File: config.mk
export PLATFORM = sky130hd
export DESIGN_NAME = register_array_filler
export DESIGN_NICKNAME = d
export VERILOG_FILES = /design/src/rtl/register_array_filler.sv
export SDC_FILE = /design/constraint.sdc
export NUM_CORES = 1
export LEC_CHECK = 0
export CORE_UTILIZATION = 50
export DETAILED_ROUTE_END_ITERATION = 8
export PLACE_DENSITY = 0.88
export SYNTH_ARGS = -nofsm -noshare
export SYNTH_HDL_FRONTEND = slang
export SYNTH_SLANG_ARGS = --single-unit
File: constraint.sdc
create_clock -name SYS_CLK -period 7.4 [get_ports SYS_CLK]
set_input_delay 1.48 -clock SYS_CLK [delete_from_list [all_inputs] [get_ports SYS_CLK]]
set_output_delay 1.48 -clock SYS_CLK [all_outputs]
set_load 0.005 [all_outputs]
File: src/rtl/register_array_filler.sv
// register_array_filler
// Write-side producer for the register-array FIFO of the input buffer.
// Scans a pic_size x pic_size feature map held in SRAM with a 3x3 stride-1
// window and emits every window as nine dw-bit beats (tap = ky*3+kx) into
// FIFO slot window_cnt[2:0]. Taps falling outside the image are sent as
// zero beats flagged by register_array_write_rst and are never read.
// Optional feature macro: REG_FILL_PAD_EN (zero border of width 1). When it
// is undefined the padding input is ignored and write_rst is tied low.
module register_array_filler #(
    parameter int dw = 128,
    parameter int AW = 12
) (
    input  logic          SYS_CLK,
    input  logic          SYS_NRST,
    input  logic          fill_start,
    input  logic [5:0]    pic_size,
    input  logic          padding,
    output logic          fill_busy,
    output logic          fill_done,
    output logic          fill_err,
    output logic          sram_rd_en,
    output logic [AW-1:0] sram_rd_addr,
    input  logic [dw-1:0] sram_rd_data,
    output logic [dw-1:0] register_array_write_data,
    output logic          register_array_write_enable,
    output logic [3:0]    register_array_write_addr_index,
    output logic [2:0]    register_array_write_addr_bit,
    output logic          register_array_write_rst,
    output logic [3:0]    register_array_write_size,
    input  logic          register_array_write_resp,
    input  logic          register_array_full
);

    typedef enum logic [2:0] {
        S_IDLE,
        S_CALC,
        S_RD,
        S_WR,
        S_DONE
    } state_t;

    state_t         state;
    state_t         state_nxt;

    // latched scan configuration
    logic [5:0]     pic_q;
    logic           pad_q;
    logic [6:0]     n_q;

    // scan position: output row/col, tap row/col, window counter
    logic [6:0]     row_q;
    logic [6:0]     col_q;
    logic [1:0]     ky_q;
    logic [1:0]     kx_q;
    logic [11:0]    window_cnt;

    // per-tap working registers
    logic           tap_pad_q;
    logic [AW-1:0]  rd_addr_q;
    logic           wr_first;
    logic [dw-1:0]  data_hold;
    logic           err_q;

    // combinational helpers
    logic           pad_in_eff;
    logic signed [7:0] n_calc;
    logic           n_ok;
    logic           start_ok;
    logic signed [8:0] y_s;
    logic signed [8:0] x_s;
    logic signed [8:0] pic_s;
    logic           tap_is_pad;
    logic [12:0]    addr_full;
    logic [3:0]     tap_idx;
    logic           last_tap;
    logic           last_col;
    logic           last_row;
    logic           accept;

`ifdef REG_FILL_PAD_EN
    assign pad_in_eff = padding;
`else
    assign pad_in_eff = padding & 1'b0;
`endif

    // Output edge length; evaluated signed so tiny maps give N<=0 instead of wrapping
    assign n_calc   = $signed({2'b00, pic_size}) + $signed({6'b000000, pad_in_eff, 1'b0}) - 8'sd2;
    assign n_ok     = !n_calc[7] && (n_calc != 8'sd0);
    assign start_ok = (state == S_IDLE) && fill_start && n_ok;

    // Pixel coordinates of the current tap, widened and signed for the bound check
    assign y_s   = $signed({2'b00, row_q}) + $signed({7'b0000000, ky_q}) - $signed({8'b00000000, pad_q});
    assign x_s   = $signed({2'b00, col_q}) + $signed({7'b0000000, kx_q}) - $signed({8'b00000000, pad_q});
    assign pic_s = $signed({3'b000, pic_q});

    assign tap_is_pad = (y_s < 9'sd0) || (y_s >= pic_s) || (x_s < 9'sd0) || (x_s >= pic_s);
    assign addr_full  = 13'(y_s[5:0]) * 13'(pic_q) + 13'(x_s[5:0]);

    assign tap_idx  = {2'b00, ky_q} * 4'd3 + {2'b00, kx_q};
    assign last_tap = (ky_q == 2'd2) && (kx_q == 2'd2);
    assign last_col = (col_q == n_q - 7'd1);
    assign last_row = (row_q == n_q - 7'd1);
    assign accept   = (state == S_WR) && !register_array_full;

    // State register
    always_ff @(posedge SYS_CLK or negedge SYS_NRST) begin
        if (!SYS_NRST) begin
            state <= S_IDLE;
        end else begin
            state <= state_nxt;
        end
    end

    // Next-state: pad taps skip the SRAM read, backpressure holds WR
    always_comb begin
        state_nxt = state;
        case (state)
            S_IDLE: begin
                if (start_ok) begin
                    state_nxt = S_CALC;
                end
            end
            S_CALC: begin
                state_nxt = tap_is_pad ? S_WR : S_RD;
            end
            S_RD: begin
                state_nxt = S_WR;
            end
            S_WR: begin
                if (!register_array_full) begin
                    if (last_tap && last_row && last_col) begin
                        state_nxt = S_DONE;
                    end else begin
                        state_nxt = S_CALC;
                    end
                end
            end
            S_DONE: begin
                state_nxt = S_IDLE;
            end
            default: begin
                state_nxt = S_IDLE;
            end
        endcase
    end

    // Latch the map configuration once per accepted start
    always_ff @(posedge SYS_CLK or negedge SYS_NRST) begin
        if (!SYS_NRST) begin
            pic_q <= '0;
            pad_q <= 1'b0;
            n_q   <= '0;
        end else if (start_ok) begin
            pic_q <= pic_size;
            pad_q <= pad_in_eff;
            n_q   <= n_calc[6:0];
        end
    end

    // Walk taps, then columns, then rows; advance only on an accepted beat
    always_ff @(posedge SYS_CLK or negedge SYS_NRST) begin
        if (!SYS_NRST) begin
            row_q      <= '0;
            col_q      <= '0;
            ky_q       <= '0;
            kx_q       <= '0;
            window_cnt <= '0;
        end else if (start_ok) begin
            row_q      <= '0;
            col_q      <= '0;
            ky_q       <= '0;
            kx_q       <= '0;
            window_cnt <= '0;
        end else if (accept) begin
            if (kx_q != 2'd2) begin
                kx_q <= kx_q + 2'd1;
            end else begin
                kx_q <= '0;
                if (ky_q != 2'd2) begin
                    ky_q <= ky_q + 2'd1;
                end else begin
                    ky_q       <= '0;
                    window_cnt <= window_cnt + 12'd1;
                    if (!last_col) begin
                        col_q <= col_q + 7'd1;
                    end else begin
                        col_q <= '0;
                        row_q <= row_q + 7'd1;
                    end
                end
            end
        end
    end

    // Classify the tap and compute its SRAM address during CALC
    always_ff @(posedge SYS_CLK or negedge SYS_NRST) begin
        if (!SYS_NRST) begin
            tap_pad_q <= 1'b0;
            rd_addr_q <= '0;
        end else if (state == S_CALC) begin
            tap_pad_q <= tap_is_pad;
            if (!tap_is_pad) begin
                rd_addr_q <= AW'(addr_full);
            end
        end
    end

    // SRAM data is live only on the first WR cycle; hold it for backpressure
    always_ff @(posedge SYS_CLK or negedge SYS_NRST) begin
        if (!SYS_NRST) begin
            wr_first  <= 1'b0;
            data_hold <= '0;
        end else begin
            wr_first <= (state == S_RD);
            if ((state == S_WR) && wr_first) begin
                data_hold <= sram_rd_data;
            end
        end
    end

    // Sticky error: bad map size, or FIFO response not aligned with tap 8
    always_ff @(posedge SYS_CLK or negedge SYS_NRST) begin
        if (!SYS_NRST) begin
            err_q <= 1'b0;
        end else if ((state == S_IDLE) && fill_start) begin
            err_q <= !n_ok;
        end else if (accept && (register_array_write_resp != last_tap)) begin
            err_q <= 1'b1;
        end
    end

    assign fill_busy    = (state != S_IDLE);
    assign fill_done    = (state == S_DONE);
    assign fill_err     = err_q;
    assign sram_rd_en   = (state == S_RD);
    assign sram_rd_addr = rd_addr_q;

    assign register_array_write_enable     = (state == S_WR);
    assign register_array_write_addr_index = tap_idx;
    assign register_array_write_addr_bit   = window_cnt[2:0];
    assign register_array_write_size       = 4'd9;
    assign register_array_write_data       = ((state == S_WR) && !tap_pad_q) ?
                                             (wr_first ? sram_rd_data : data_hold) : '0;

`ifdef REG_FILL_PAD_EN
    assign register_array_write_rst = (state == S_WR) && tap_pad_q;
`else
    assign register_array_write_rst = 1'b0;
`endif

endmodule
# Yosys cells after proc, flatten, opt, wreduce, memory -nomap -nowiden
# Cells that the tools add are included.
# classes
add_sub_neg,11
n_mul,2
n_div,0
magnitude_cmp,4
n_eq_ne,15
shifts,0
mux,30
bitwise_logic,1
n_reduce_logical,28
# ops
operator,n
$mux W128,2
$mux W7,10
$mux W12,4
$add A7 B2 Y8,2
$ge A8 B6 Y1,2
$lt A8 B1 Y1 const B,2
$add A7 B1 Y7 const B,2
$eq A7 B7 Y1,2
$mux W2,7
$add A12 B1 Y12 const B,1
$add A12 B6 Y12,1
$mul A6 B6 Y12,1
$ne A2 B2 Y1 const B,6
$pmux W3 S4,1
$logic_and A1 B1 Y1,10
$mux W3,3
$reduce_bool A8 Y1,1
$sub A6 B2 Y7 const B,1
$sub A7 B1 Y7 const B,1
$eq A3 B2 Y1 const B,2
$reduce_and A2 Y1,3
$reduce_bool A2 Y1,3
$add A2 B1 Y2 const B,2
$add A4 B2 Y4,1
other kinds (13),21
# totals
register_bits,189
latch_bits,0
mem_bits_rw,0
romBits,0
input_bits,140
output_inout_bits,157
elab_cells,104
mem_count,0

# Longest topological paths before layout
# Gate-level depths: netlist of run 1.
# depth
ltp_word,7
ltp_mapped,22
depth_no_buf,22

# Worst setup path after synthesis of run 1
# No wires, ideal clock.
# synth_timing
kind,flip-flop to flip-flop
startpoint,register ky_q[0]
endpoint,"register rd_addr_q[9], in the netlist sram_rd_addr[9]"
setup_ns,0.125
t_arrival_ns,5.134
required_time_ns,7.275
path_slack_ns,2.141
stages_incl_launch_ff,22
n_path_buf,0
synth_period_minus_slack_ns,5.259
path_cell_list,dfrtp_1 > ha_1 > inv_1 > fa_1 > inv_1 > nand3_1 > xnor2_1 > nor2_1 > fa_1 > inv_1 > fa_1 > inv_1 > fa_1 > inv_1 > fa_1 > inv_1 > ha_1 > a21o_1 > o311ai_0 > a21oi_1 > xor2_1 > mux2_2
# synth_between
elab_chain_len,7
word_cells_on_any_way,10
cone_classes,add/sub (2); mul (1); order compare (2); bitwise (1); reduce/logical (4)
# synth_lines
element,line,text
start: declaration,53,logic [1:0] ky_q;
start signal: assignment,180,ky_q <= ky_q + 2'd1;
$add A7 B2 Y8 *,92,"assign y_s = $signed({2'b00, row_q}) + $signed({7'b0000000, ky_q}) - $signed({8'b00000000, pad_q});"
"parallel branches: the longest is 6 deep, another holds $mul A6 B6 Y12",--,
end signal: assignment,203,rd_addr_q <= AW'(addr_full);
end: declaration,59,logic [AW-1:0] rd_addr_q;
# Mark *: on every way between the ends.
# A chain may end at the register's enable or synchronous reset.

# Final worst setup path of run 1
# Ends and elaborated chain as after synthesis.

==> results.md, run 1 <==
- Share of the synthesized area in the top cell type: 39.4%
- Antenna Nets Post-Route: 0
- Net switching power: roughly 2.3 mW
- Synth cell types: 63
- Yosys warning total: 0
- Ports: 297
- First-pass GRT wire length: 46900 um
- Routability congestion estimate from global placement: ~0.9
- Initial antenna violation count: 1
- Cells after Synth: 1078
- Critical path's top delay family: adder cells
- Number of global-route vias before repair: 9057
- Critical Path Max Stage Delay: 0.53 ns
- Worst skew pair latency: 0.43 ns
- Initial Util: roughly half
- Combinational share of power: between 50% and 60%
- CTS clock-pin slew for the worst setup and hold paths: approximately 0.08 ns
- Layout cells sized above 1: around 14%
- Final setup TNS: 0 ns
- Largest fanout on the critical path: 6
- Flop pwr share: ~30%
- DRT Pass-1 Iters: 5
- Critical Path RT: 7.71 ns
- Hold WC Path Type: reg -> reg
- Longest Clk Path Bufs: 2
- Final Hold Viols: 0
- CP cell instances: ha_1 -> inv_1 -> fa_1 -> inv_1 -> nand3_1 -> xnor2_1 -> nor2_1 -> fa_1 -> inv_1 -> fa_1 -> inv_1 -> fa_1 -> inv_1 -> fa_1 -> inv_1 -> ha_1 -> a21o_1 -> o311ai_0 -> a21oi_1 -> xor2_1 -> mux2_2
- Hold-fix buffers at CTS: 0
- Clock sink count: around 180
- Critical path class: reg -> reg
- Outcome: finished clean
- Worst Path Arrival: 6.14 ns
- DRC Markers: 0
- Die Width: 153 um
- Share of total power in the clock network: between 10% and 20%
- Synth Cell Area: around 0.011 sq mm
- Full die area: 0.0234 sq mm
- Clock Skew: between 0.01 and 0.015 ns
- # setup viols final: 0
- Pwr Density: 401 mW/mm^2
- Slew at the pin closest to its max-slew limit: around 1.1 ns
- Post-Syn Area per Cell: 10.6 sq um
- Leak: 6.48 nW
- Area grow syn2layout: 32.0%
- Slowest stage cell, crit path: fa_1
- CTS Root Cell: clkbuf_16
- Hpwl dp: 20900 um
- Critical path endpoint category: flop
- PortBufs: 290
- Die height: about 150 um
- Vias: between 8000 and 9000
- CTS tree: yes
- Synth area leaders: dfrtp_1, mux2_2, mux2i_1
- Most common library cells after synthesis: dfrtp_1, nor2_1, mux2_2, mux2i_1, inv_1
- Wire length per cell: around 18 um
- Peak Freq: between 0.15 and 0.2 GHz
- Crit path time final: a little under 6 ns
- Worst vdd ir: around 200 uV
- # Post-CTS Setup Buffers: 0
- # H-tree levels: 4
- P_int: about 3.8 mW
- Top-count cell post-synth: dfrtp_1
- Yosys reg bits: 179
- FFs w/ async S/R, synth: 100%
- Layout Nets: about 1600
- RSZ-0062 raised after global routing: no
- Fillers: between 1500 and 2000
- Leading area contributor after synthesis: dfrtp_1
- Total chip power: ~6.0 mW
- Period utilisation layout: between 70% and 80%
- Drt via density: 5.48
- Crit path launch type: flop
- Num CTS Buffers: 17
- Sw Share: 37.6%
- Iter 0 DRT Violations: a little under 500
- Total GRT Usage: around a quarter
- Pin count of the biggest net entering global routing: 86
- Num rows: 54
- Post-synth EDFFs: 0
- Main synth FF type: dfrtp_1
- Total congestion overflow: 0
- Post-CTS resize count: 0
- Most frequent CP cell: inv_1
- Slew Limit Fails: 0
- Post-synthesis sequential area ratio: 39.4%
- Total Routed Length: 28600 um
- Max Cap Viol: 0
- Core ar.: 0.0221 sq mm
- Crit path buf inv count: 6
- Slew headroom: about 29%
==> cell families after synthesis <==
logic type	Yosys count	share of synthesized area [%]
xor gates and xnor gates	44	3.39
and+or+nand+nor	286	11.4
other	2	0.0660
adders and majority gates	87	11.1
DFF	179	39.4
AOI/OAI and AO/OA	77	4.39
muxes	272	25.5
buffers and inverters	131	4.77
==> flip-flops by register name, indices dropped and copies added, names as in the netlist <==
signal,count
row_q,7
n_q,6
col_q,7
pic_q,6
tap_pad_q,1
window_cnt,3
kx_q,2
ky_q,2
sram_rd_addr,12
state,3
wr_first,1
fill_err,1
data_hold,128
==> final cells by class <==
class | count | area (sq um) | share of cell area, %
clock buffers | 17 | 425 | 2.83
well taps | 280 | 350 | 2.33
clock inverters | 14 | 165 | 1.10
multi-input cells | 771 | 6380 | 42.5
inverters | 65 | 244 | 1.62
diodes | 1 | 2.50 | 0.0167
flip-flops and latches | 179 | 4480 | 29.9
repair buffers | 296 | 2960 | 19.7
==> final timing paths <==
kind / startpoint / to / slack (ns) / cells past startpoint
worst min register to register: data_hold[33] / data_hold[33] / 0.51 / 1
worst max register to register: ky_q[0] / sram_rd_addr[9] / 1.57 / 21
worst max-delay path: ky_q[0] / sram_rd_addr[9] / 1.57 / 21
worst min-delay path: data_hold[33] / data_hold[33] / 0.51 / 1
min in group asynchronous: SYS_NRST / n_q[2] / 0.96 / 1
max in group asynchronous: SYS_NRST / wr_first / 5.10 / 2
==> power groups by stage <==
stage	clock network (mW)	logic [mW]	registers [mW]
global route	0.975	3.66	1.85
global placement	0	3.23	1.77
finish	0.916	3.32	1.79
floorplan	0	2.08	1.65
CTS	0.938	3.35	1.78
detailed placement	0	3.32	1.80
==> metal layers <==
layer	GRT usage [%]	wire [um]	vias up
met4	12.4	1260	0
met2	42.5	13800	327
met5	0	0	-
met1	30.5	11900	4321
met3	5.93	1610	73
li1	-	-	4165
==> per-stage QoR <==
| step | instances | hold WS (ns) | cell area [sq um] | setup WS, ns | utilization, % |
|---|---|---|---|---|---|
| 6_report | 1623 | 0.505 | 15000 | 1.57 | 68.0 |
| 5_1_grt | 1623 | 0.513 | 15000 | 1.34 | 68.0 |
| 4_1_cts | 1622 | 0.508 | 15000 | 1.62 | 68.0 |
| 3_5_place_dp | 1591 | 0.492 | 14400 | 1.64 | 65.3 |
| 3_3_place_gp | 1591 | 0.485 | 14400 | 1.77 | 65.3 |
| 2_1_floorplan | 1081 | 0.479 | 11400 | 2.14 | - |
==> placed cells by master, fill, tap and decap left out, types with 3 or more instances in the layout <==
cell	count
nand4_1	7
o21ai_0	13
nand2b_1	4
nor2b_1	4
a31oi_1	7
or3_1	4
o21a_1	3
clkbuf_16	17
buf_4	5
a21o_1	7
nand2_1	49
mux2i_1	133
nor3_1	11
inv_6	4
fa_1	24
dfrtp_1	178
conb_1	5
nor3b_1	4
clkdlybuf4s50_1	289
mux2_2	139
clkinv_8	3
nand3_1	9
nor2_1	165
inv_1	65
ha_1	62
a21oi_1	24
and2_1	10
xor2_1	22
xnor2_1	22
Power figures use the tool's default switching activity.
==> run 2: changes to the inputs <==
clock period = 5.86 ns   (was 7.4 ns; I/O delays follow)
==> run 2 against run 1 <==
Effect of this change:
- combinational power up 27%
- critical path type unchanged
- clock-buffer cell count up 1
- non-clock buffer count up 2
- clock skew up 0.0060 ns
- final cell count up 0.12%
- worst setup slack worse by 1.2 ns
- fmax up 6.5%
- routed wire length up 1.7%
- cell area up 0.25%
- flip-flop and latch count unchanged
==> results.md, run 2 (same netlist as run 1, synthesis figures left out) <==
- Outcome: finished clean
- Crit path launch type: flop
- Most flops, register: data_hold
- Pin count of the biggest net entering global routing: 98
- Initial Util: roughly half
- Vias: 8881
- Num CTS Buffers: 17
- Core ar.: approximately 0.022 sq mm
- First-pass GRT wire length: 47600 um
- Number of global-route vias before repair: 9108
- Crit path time final: between 5 and 6 ns
- Worst skew pair latency: 0.44 ns
- Initial antenna violation count: 0
- Slowest stage cell, crit path: fa_1
- Total congestion overflow: 0
- Most frequent cells in the layout: clkdlybuf4s50_1, dfrtp_1, nor2_1
- # diodes: 0
- Hold WC Path Type: reg -> reg
- Ports: 297
- Pwr Density: roughly 510 mW/mm^2
- Slew Limit Fails: 0
- CP cell instances: ha_1 -> inv_1 -> fa_1 -> inv_1 -> nand3_1 -> xnor2_2 -> nor2_1 -> fa_1 -> inv_1 -> fa_1 -> inv_1 -> fa_1 -> inv_1 -> fa_1 -> inv_1 -> ha_1 -> a21o_1 -> o311ai_0 -> a21oi_1 -> xor2_1 -> mux2_2
- Layout cells sized above 1: 14.4%
- Hpwl dp: approximately 21000 um
- Iter 0 DRT Violations: ~560
- Total Routed Length: between 20000 and 30000 um
- DRC Markers: 0
- Max Cap Viol: 0
- Area grow syn2layout: 32.3%
- Final Hold Viols: 0
- Worst Path Arrival: 5.79 ns
- Wire length per cell: 17.9 um
- Antenna Nets Post-Route: 0
- # setup viols final: 0
- Most common cell after layout, fill and taps aside: clkdlybuf4s50_1
- Final setup TNS: 0 ns
- PortBufs: 290
- Largest fanout on the critical path: 6
- Layout Nets: approximately 1600
- Full die area: ~0.023 sq mm
- WHS: slightly above 0.5 ns
- Critical Path Max Stage Delay: between 0.5 and 0.6 ns
- Max reg flops: 128
- Routability congestion estimate from global placement: around 0.90
- Leak: between 6 and 7 nW
- Most frequent CP cell: inv_1
- Critical Path RT: about 6.2 ns
- CTS tree: yes
- CTS clock-pin slew for the worst setup and hold paths: 0.07 ns
- Num rows: between 50 and 60
- Worst vdd ir: around 260 uV
- Clock sink count: between 150 and 200
- Peak Freq: ~0.18 GHz
- Clock Skew: approximately 0.017 ns
- DRT Pass-1 Iters: 4
- Slew at the pin closest to its max-slew limit: around 1.0 ns
- CTS Root Cell: clkbuf_16
- Die height: roughly 150 um
- Drt via density: about 5.5
- Total chip power: approximately 7.6 mW
- Total GRT Usage: between 20% and 30%
- Period utilisation layout: between 90 and 100%
- Critical path endpoint category: flop
- RSZ-0062 raised after global routing: no
- Slew headroom: between 30 and 40%
- # H-tree levels: 4
- Longest Clk Path Bufs: 2
- Die Width: between 150 and 200 um
- Hold-fix buffers at CTS: 0
- Critical path class: reg -> reg
-- run 2: what timing repair did --
action                     in CTS  in global routing
setup endpoints to repair       0                  2
resized for setup               0                  2
buffers inserted                0                  0
-- run 2: stage by stage --
stage          cell area [sq um]  std cells  setup slack, ns  util (%)
4_1_cts                    15000       1625            0.327      68.1
3_5_place_dp               14500       1593            0.374      65.4
5_1_grt                    15100       1625           0.0405      68.1
2_1_floorplan              11400       1081            0.601         -
3_3_place_gp               14500       1593            0.429      65.4
6_report                   15100       1625            0.392      68.1
-- run 2: worst max-delay path, delay by kind of cell (launching register included) --
kind,cells,cell delay (ns)
simple gates,2,0.22
compound gates,3,0.68
flops,1,0.46
buf+inv,6,0.38
fa+ha+maj,7,2.97
xor+xnor,2,0.36
mux,1,0.27
-- run 2: power breakdown --
group | internal [mW] | switching [mW]
registers | 1.81 | 0.458
clock network | 0.576 | 0.573
logic | 2.34 | 1.88
total | 4.73 | 2.91
-- run 2: cell type report --
| cell class | count | area, sq um |
|---|---|---|
| fill | 1609 | 7040 |
| multi-input combinational | 771 | 6390 |
| sequential | 179 | 4480 |
| timing repair buffer | 298 | 2990 |
| clock buffer | 18 | 429 |
| tap | 280 | 350 |
| inverter | 65 | 244 |
| clock inverter | 14 | 165 |
-- run 2: path summary, 6_finish.rpt --
path,from,end,slack [ns],cells after the start
max,row_q[0],sram_rd_addr[9],0.39,21
min,data_hold[126],data_hold[126],0.51,1
max reg2reg,row_q[0],sram_rd_addr[9],0.39,21
min reg2reg,data_hold[126],data_hold[126],0.51,1
max in group asynchronous,SYS_NRST,data_hold[11],4.11,2
min in group asynchronous,SYS_NRST,n_q[5],0.75,1
-- run 2: routing by layer --
layer | vias up | GRT usage, % | wire length [um]
li1 | 4175 | - | -
met1 | 4339 | 31.1 | 12000
met2 | 297 | 43.4 | 14300
met3 | 70 | 5.30 | 1510
met4 | 0 | 12.7 | 1190
met5 | - | 0 | 0
